### src/rtl/alu_wide_sequencer_if.sv
// alu_wide_sequencer_if: request, response and ALU-slice signals of the wide ALU sequencer
interface alu_wide_sequencer_if #(
  parameter int BITS = 16,
  parameter int WORDS = 4
);
  localparam int W = BITS * WORDS;
  logic req_valid, req_ready, req_cin;
  logic [2:0] req_sel;
  logic [W-1:0] req_a, req_b;
  logic [2:0] alu_sel;
  logic alu_cin, alu_cout, alu_statv;
  logic [BITS-1:0] alu_a, alu_b, alu_out;
  logic rsp_valid, rsp_ready, rsp_c, rsp_v, rsp_z, rsp_n;
  logic [W-1:0] rsp_result;
  modport master (
    output req_valid, req_sel, req_cin, req_a, req_b, rsp_ready, alu_out, alu_cout, alu_statv,
    input req_ready, alu_sel, alu_cin, alu_a, alu_b, rsp_valid, rsp_result, rsp_c, rsp_v, rsp_z, rsp_n
  );
  modport slave (
    input req_valid, req_sel, req_cin, req_a, req_b, rsp_ready, alu_out, alu_cout, alu_statv,
    output req_ready, alu_sel, alu_cin, alu_a, alu_b, rsp_valid, rsp_result, rsp_c, rsp_v, rsp_z, rsp_n
  );
endinterface

### src/rtl/alu_wide_sequencer.sv
// alu_wide_sequencer: runs one WORDS*BITS-wide op through an external BITS-wide ALU, LSB slice first; ALU_WIDE_STICKY_V_EN adds sticky overflow tracking
module alu_wide_sequencer #(
  parameter int BITS = 16,
  parameter int WORDS = 4,
  parameter int SETTLE = 0
) (
  input logic clk,
  input logic rst,
  alu_wide_sequencer_if.slave bus,
  output logic busy
`ifdef ALU_WIDE_STICKY_V_EN
  ,
  input logic clr_sticky,
  output logic sticky_v,
  output logic statv_mismatch
`endif
);
  localparam int W = BITS * WORDS;
  localparam int KW = WORDS > 1 ? $clog2(WORDS) : 1;
  typedef enum logic [1:0] {IDLE, SLICE, DONE} state_t;
  state_t state;
  logic [2:0] sel;
  logic cin, carry, chain, last;
  logic [W-1:0] a, b, res;
  logic [KW-1:0] k;
  logic [3:0] cnt;
  // Overflow from the sign bits of A, B and the result; sel 010 adds ~B
  function automatic logic ovf(input logic [2:0] s, input logic sa, input logic sb, input logic sr);
    return s == 3'd0 ? !sa && sr : (s == 3'd1 || s == 3'd2) ? (sa == (sb ^ s[1])) && (sr != sa) : 1'b0;
  endfunction
  always_comb begin
    chain = sel <= 3'd2;
    last = state == SLICE && cnt == 4'(SETTLE);
    busy = state != IDLE;
    bus.req_ready = state == IDLE;
    bus.rsp_valid = state == DONE;
    bus.alu_sel = state == SLICE ? sel : 3'd0;
    bus.alu_a = state == SLICE ? a[k*BITS +: BITS] : '0;
    bus.alu_b = state == SLICE ? b[k*BITS +: BITS] : '0;
    bus.alu_cin = state == SLICE && ((k != '0 && chain) ? carry : cin);
    bus.rsp_result = res;
    bus.rsp_c = state == DONE && chain && carry;
    bus.rsp_v = state == DONE && ovf(sel, a[W-1], b[W-1], res[W-1]);
    bus.rsp_z = state == DONE && res == '0;
    bus.rsp_n = state == DONE && res[W-1];
  end
  always_ff @(posedge clk) begin
    if (rst) begin
      state <= IDLE;
      sel <= '0;
      cin <= 1'b0;
      carry <= 1'b0;
      a <= '0;
      b <= '0;
      res <= '0;
      k <= '0;
      cnt <= '0;
    end else begin
      case (state)
        IDLE: if (bus.req_valid) begin
          state <= SLICE;
          sel <= bus.req_sel;
          cin <= bus.req_cin;
          a <= bus.req_a;
          b <= bus.req_b;
          k <= '0;
          cnt <= '0;
        end
        SLICE: if (last) begin
          res[k*BITS +: BITS] <= bus.alu_out;
          carry <= bus.alu_cout;
          cnt <= '0;
          k <= k + 1'b1;
          if (k == KW'(WORDS - 1)) state <= DONE;
        end else cnt <= cnt + 1'b1;
        DONE: if (bus.rsp_ready) state <= IDLE;
        default: state <= IDLE;
      endcase
    end
  end
`ifdef ALU_WIDE_STICKY_V_EN
  always_ff @(posedge clk) begin
    if (rst || clr_sticky) sticky_v <= 1'b0;
    else if (bus.rsp_valid && bus.rsp_ready && bus.rsp_v) sticky_v <= 1'b1;
    statv_mismatch <= !rst && last && k == KW'(WORDS - 1) && (sel == 3'd1 || sel == 3'd2) &&
                      bus.alu_statv != ovf(sel, a[W-1], b[W-1], bus.alu_out[BITS-1]);
  end
`endif
endmodule

### src/flat_wrapper.sv
// flat-port wrapper written by rule: the top's interface ports become plain ports
module alu_wide_sequencer_flat 
#(
  parameter int BITS = 16,
  parameter int WORDS = 4,
  parameter int SETTLE = 0
)
  (clk, rst, busy, bus_req_valid, bus_req_sel, bus_req_cin, bus_req_a, bus_req_b, bus_rsp_ready, bus_alu_out, bus_alu_cout, bus_alu_statv, bus_req_ready, bus_alu_sel, bus_alu_cin, bus_alu_a, bus_alu_b, bus_rsp_valid, bus_rsp_result, bus_rsp_c, bus_rsp_v, bus_rsp_z, bus_rsp_n);
  alu_wide_sequencer_if #(.BITS(BITS), .WORDS(WORDS)) bus_i ();
  input logic clk;
  input logic rst;
  output logic busy;
  input wire logic [$bits(bus_i.req_valid)-1:0] bus_req_valid;
  input wire logic [$bits(bus_i.req_sel)-1:0] bus_req_sel;
  input wire logic [$bits(bus_i.req_cin)-1:0] bus_req_cin;
  input wire logic [$bits(bus_i.req_a)-1:0] bus_req_a;
  input wire logic [$bits(bus_i.req_b)-1:0] bus_req_b;
  input wire logic [$bits(bus_i.rsp_ready)-1:0] bus_rsp_ready;
  input wire logic [$bits(bus_i.alu_out)-1:0] bus_alu_out;
  input wire logic [$bits(bus_i.alu_cout)-1:0] bus_alu_cout;
  input wire logic [$bits(bus_i.alu_statv)-1:0] bus_alu_statv;
  output wire logic [$bits(bus_i.req_ready)-1:0] bus_req_ready;
  output wire logic [$bits(bus_i.alu_sel)-1:0] bus_alu_sel;
  output wire logic [$bits(bus_i.alu_cin)-1:0] bus_alu_cin;
  output wire logic [$bits(bus_i.alu_a)-1:0] bus_alu_a;
  output wire logic [$bits(bus_i.alu_b)-1:0] bus_alu_b;
  output wire logic [$bits(bus_i.rsp_valid)-1:0] bus_rsp_valid;
  output wire logic [$bits(bus_i.rsp_result)-1:0] bus_rsp_result;
  output wire logic [$bits(bus_i.rsp_c)-1:0] bus_rsp_c;
  output wire logic [$bits(bus_i.rsp_v)-1:0] bus_rsp_v;
  output wire logic [$bits(bus_i.rsp_z)-1:0] bus_rsp_z;
  output wire logic [$bits(bus_i.rsp_n)-1:0] bus_rsp_n;
  assign bus_i.req_valid = bus_req_valid;
  assign bus_i.req_sel = bus_req_sel;
  assign bus_i.req_cin = bus_req_cin;
  assign bus_i.req_a = bus_req_a;
  assign bus_i.req_b = bus_req_b;
  assign bus_i.rsp_ready = bus_rsp_ready;
  assign bus_i.alu_out = bus_alu_out;
  assign bus_i.alu_cout = bus_alu_cout;
  assign bus_i.alu_statv = bus_alu_statv;
  assign bus_req_ready = bus_i.req_ready;
  assign bus_alu_sel = bus_i.alu_sel;
  assign bus_alu_cin = bus_i.alu_cin;
  assign bus_alu_a = bus_i.alu_a;
  assign bus_alu_b = bus_i.alu_b;
  assign bus_rsp_valid = bus_i.rsp_valid;
  assign bus_rsp_result = bus_i.rsp_result;
  assign bus_rsp_c = bus_i.rsp_c;
  assign bus_rsp_v = bus_i.rsp_v;
  assign bus_rsp_z = bus_i.rsp_z;
  assign bus_rsp_n = bus_i.rsp_n;
  alu_wide_sequencer #(.BITS(BITS), .WORDS(WORDS), .SETTLE(SETTLE)) u_core (.clk(clk), .rst(rst), .bus(bus_i), .busy(busy));
endmodule
### config.mk
export PLATFORM = sky130hd
export DESIGN_NAME = alu_wide_sequencer_flat
export DESIGN_NICKNAME = d
export VERILOG_FILES = /design/src/rtl/alu_wide_sequencer_if.sv /design/src/rtl/alu_wide_sequencer.sv /design/src/flat_wrapper.sv
export SDC_FILE = /design/constraint.sdc
export NUM_CORES = 1
export LEC_CHECK = 0
export ABC_AREA = 1
export BUFFER_PORTS_ARGS = -buffer_cell sky130_fd_sc_hd__buf_2
export CAP_MARGIN = 0
export CORE_MARGIN = 4
export CORE_UTILIZATION = 45
export CTS_CLUSTER_DIAMETER = 40
export CTS_CLUSTER_SIZE = 24
export DETAILED_ROUTE_END_ITERATION = 8
export GPL_ROUTABILITY_DRIVEN = 1
export GPL_TIMING_DRIVEN = 0
export HOLD_SLACK_MARGIN = 0.06
export PLACE_DENSITY = 0.7
export RECOVER_POWER = 100
export SYNTH_ARGS = -nofsm -noshare
export SYNTH_HDL_FRONTEND = slang
export SYNTH_SLANG_ARGS = --single-unit
### constraint.sdc
create_clock -name clk -period 2.8 [get_ports clk]
set_input_delay 0.28 -clock clk [delete_from_list [all_inputs] [get_ports clk]]
set_output_delay 0.28 -clock clk [all_outputs]
set_load 0.01 [all_outputs]
==> run metrics <==
synthesized net count=1616; worst setup margin=0.116 ns; Synth Cell Area=between 9000 and 10000 um2; NumNets Final=2046; ant diodes=0; GRT overflow=0; Top Metal Used=met4; met2 routed WL=16300 um; Die Y=~150 um; part of the power in registers=36.6%; Clk pwr share=43.4%; later-pin clock latency in the skew report=roughly 0.56 ns; initial core utilization=46.3%; Slew HR=54.8%; synthesized instance count=1453; # Max-Cap Violations=0; Ports=~260; hpwl dp=about 24000 um; startpoint types=register; Tightest Pin Transition=0.677 ns; Avg Cell Area, Syn=6.53 um2; met1 WL=14000 um; count of state elements after synthesis=approximately 200; CP peak stage delay=roughly 0.42 ns; Yosys warnings=0; switching part of the total=between 30% and 40%; Fin Setup TNS=0 ns; met3 WL post-DR=3140 um; port bufs=258; CTS sink count=205; Critical Path Slowest Stage Cell=dfxtp_1; Crit. End Element=output port; max frequency=373 MHz; worst clock skew=about 0.014 ns; CP max FO=12; # rows=52; part of the Yosys area used for sequential elements=43.2%; Final Max Slew Viols=0; drt first-iter violations=726; DRC Markers=0; NetSw=between 2 and 3 mW; cell family with most CP delay=buffers and inverters; worst vdd ir=0.568 mV; share of layout cells above drive strength 1=between 15 and 20%; die outline width=around 150 um; largest net degree at the start of global routing=17; CP Cell Sequence=buf_6 -> inv_1 -> clkbuf_4 -> ha_1 -> buf_2 -> inv_2 -> nand3_1 -> a21oi_2 -> buf_2; Int Pwr=6.37 mW; Total GRT Usage=28.1%; crit path DAT=about 2.4 ns; crit share post-route=95.9%; r2r setup slk=roughly 0.36 ns; TritonCTS Buffers=31; Core Area=just over 20000 um2; Layout area overhead=41.9%; drt total wl=35000 um; HP Class=input port to register; Cell variety after synth=28; Layout Cell Area excl Fill=13500 um2; Reg clk slew, reported paths=0.05 ns; WS Path Type=register to output port; Crit path required time=2.52 ns; final worst path period need=2.68 ns; Area after DPL=11100 um2; post-route ant nets=0; DIE AREA=23500 um2; clk root buf=clkbuf_16; vias=11100; outcome=completed; Post-Place Worst Slack=0.197 ns; vias per std cell=5.12; vias in the first global route=10800; RePlAce Congestion=0.918; DRT Pass-1 Iters=5; WP buf/inv=6; Hold Violations, Final=0; Pleak=6.18 nW; H-tree Lvls=1; first-pass GRT wire length=54000 um; CTS tree=done; power per cell area=679 nW/um2; Comb pwr share=roughly a fifth; routed len/inst=16.1 um; Post-CTS Setup Bufs=0; initial antenna violation count=0; final setup vio count=0; Top cell by count, worst path=buf_2; clock buffer depth=3
flip-flops by register name, indices dropped and copies added (netlist names):
name                   flops
u_core.a                  64
u_core.b                  64
u_core.bus.rsp_result     64
u_core.carry               1
u_core.cin                 1
u_core.cnt                 4
u_core.k                   2
u_core.sel                 3
u_core.state               2
stage by stage:
step                utilization (%)  cells  total power, mW  hold WS [ns]
floorplan                         -   1453             4.43         0.415
finish                         65.7   2175             9.14        0.0928
global route                   65.7   2175             9.53         0.122
CTS                            66.4   2175             9.16        0.0634
detailed placement             54.3   1981             5.04         0.468
global placement               54.3   1981             5.01         0.465
cell families (layout without fill, tap and decap cells):
kind of cell / Yosys count / after routing / share of synthesized area, %
DFF: 205 / 205 / 43.2
and+or+nand+nor: 785 / 785 / 32.8
adders and majority gates: 9 / 9 / 1.19
AOI/OAI and AO/OA: 266 / 266 / 14.1
buffers and inverters: 187 / 639 / 8.63
xor gates and xnor gates: 1 / 1 / 0.0923
worst register-to-register path, delay by kind of cell, from the launching register on:
kind | cells | cell delay [ns]
and+or+nand+nor | 3 | 0.35
AOI/OAI and AO/OA | 1 | 0.16
adders and majority gates | 1 | 0.31
buffers and inverters | 6 | 1.14
DFF | 1 | 0.42
metal layers:
layer	GRT usage, %	vias up
li1	-	5443
met2	46.8	559
met4	13.8	0
met5	0	-
met1	34.8	5025
met3	5.46	112
cell usage after synthesis, drive strengths merged:
cell | count | area share (%)
o211ai | 2 | 0.16
dfxtp | 205 | 43
nor2 | 501 | 20
nand4 | 13 | 0.86
a21oi | 64 | 3.4
nand2 | 215 | 8.8
xor2 | 1 | 0.092
nand3 | 54 | 3.0
ha | 9 | 1.2
inv | 89 | 3.5
o21ai | 200 | 11
buf | 63 | 3.6
nor3 | 1 | 0.053
clkbuf | 34 | 1.5
nand3b | 1 | 0.079
clkinv | 1 | 0.040
worst paths after layout:
kind,to,cells after the start,startpoint
setup / recovery,bus_alu_cin,9,u_core.k[1]
hold / removal,u_core.state[1],4,bus_rsp_ready
setup reg to reg,u_core.bus.rsp_result[9],11,u_core.k[1]
hold reg to reg,u_core.bus.rsp_result[12],2,u_core.bus.rsp_result[12]
layout by cell type, fill, tap and decap left out, types with 54 or more instances in the layout:
| cell | instances |
|---|---|
| clkbuf_1 | 117 |
| o21ai_0 | 197 |
| dfxtp_1 | 204 |
| dlygate4sd3_1 | 139 |
| nand2_1 | 212 |
| inv_1 | 81 |
| nand3_1 | 54 |
| a21oi_1 | 62 |
| buf_2 | 224 |
| nor2_1 | 500 |
layout make-up:
class	count	area, um2
sequential	205	4110
timing repair buffer	397	2600
fill	1861	7030
buffer	97	472
inverter	90	338
clock buffer	36	835
multi-input combinational	1061	4540
clock inverter	19	245
tap	270	338
power by group through the flow:
| stage | registers (mW) | logic [mW] | clock network [mW] |
|---|---|---|---|
| 2_1_floorplan | 3.37 | 1.06 | 0 |
| 3_3_place_gp | 3.38 | 1.63 | 0 |
| 3_5_place_dp | 3.39 | 1.65 | 0 |
| 4_1_cts | 3.33 | 1.82 | 4.01 |
| 5_1_grt | 3.37 | 2.02 | 4.14 |
| 6_report | 3.34 | 1.83 | 3.97 |
repair_timing:
action,in CTS,in global routing
gates cloned,0,0
hold buffers,139,0
gates resized for setup,7,3
endpoints found under the hold margin,139,0
setup endpoints to repair,1,2
Note: power is estimated with default switching activity, not from simulation.
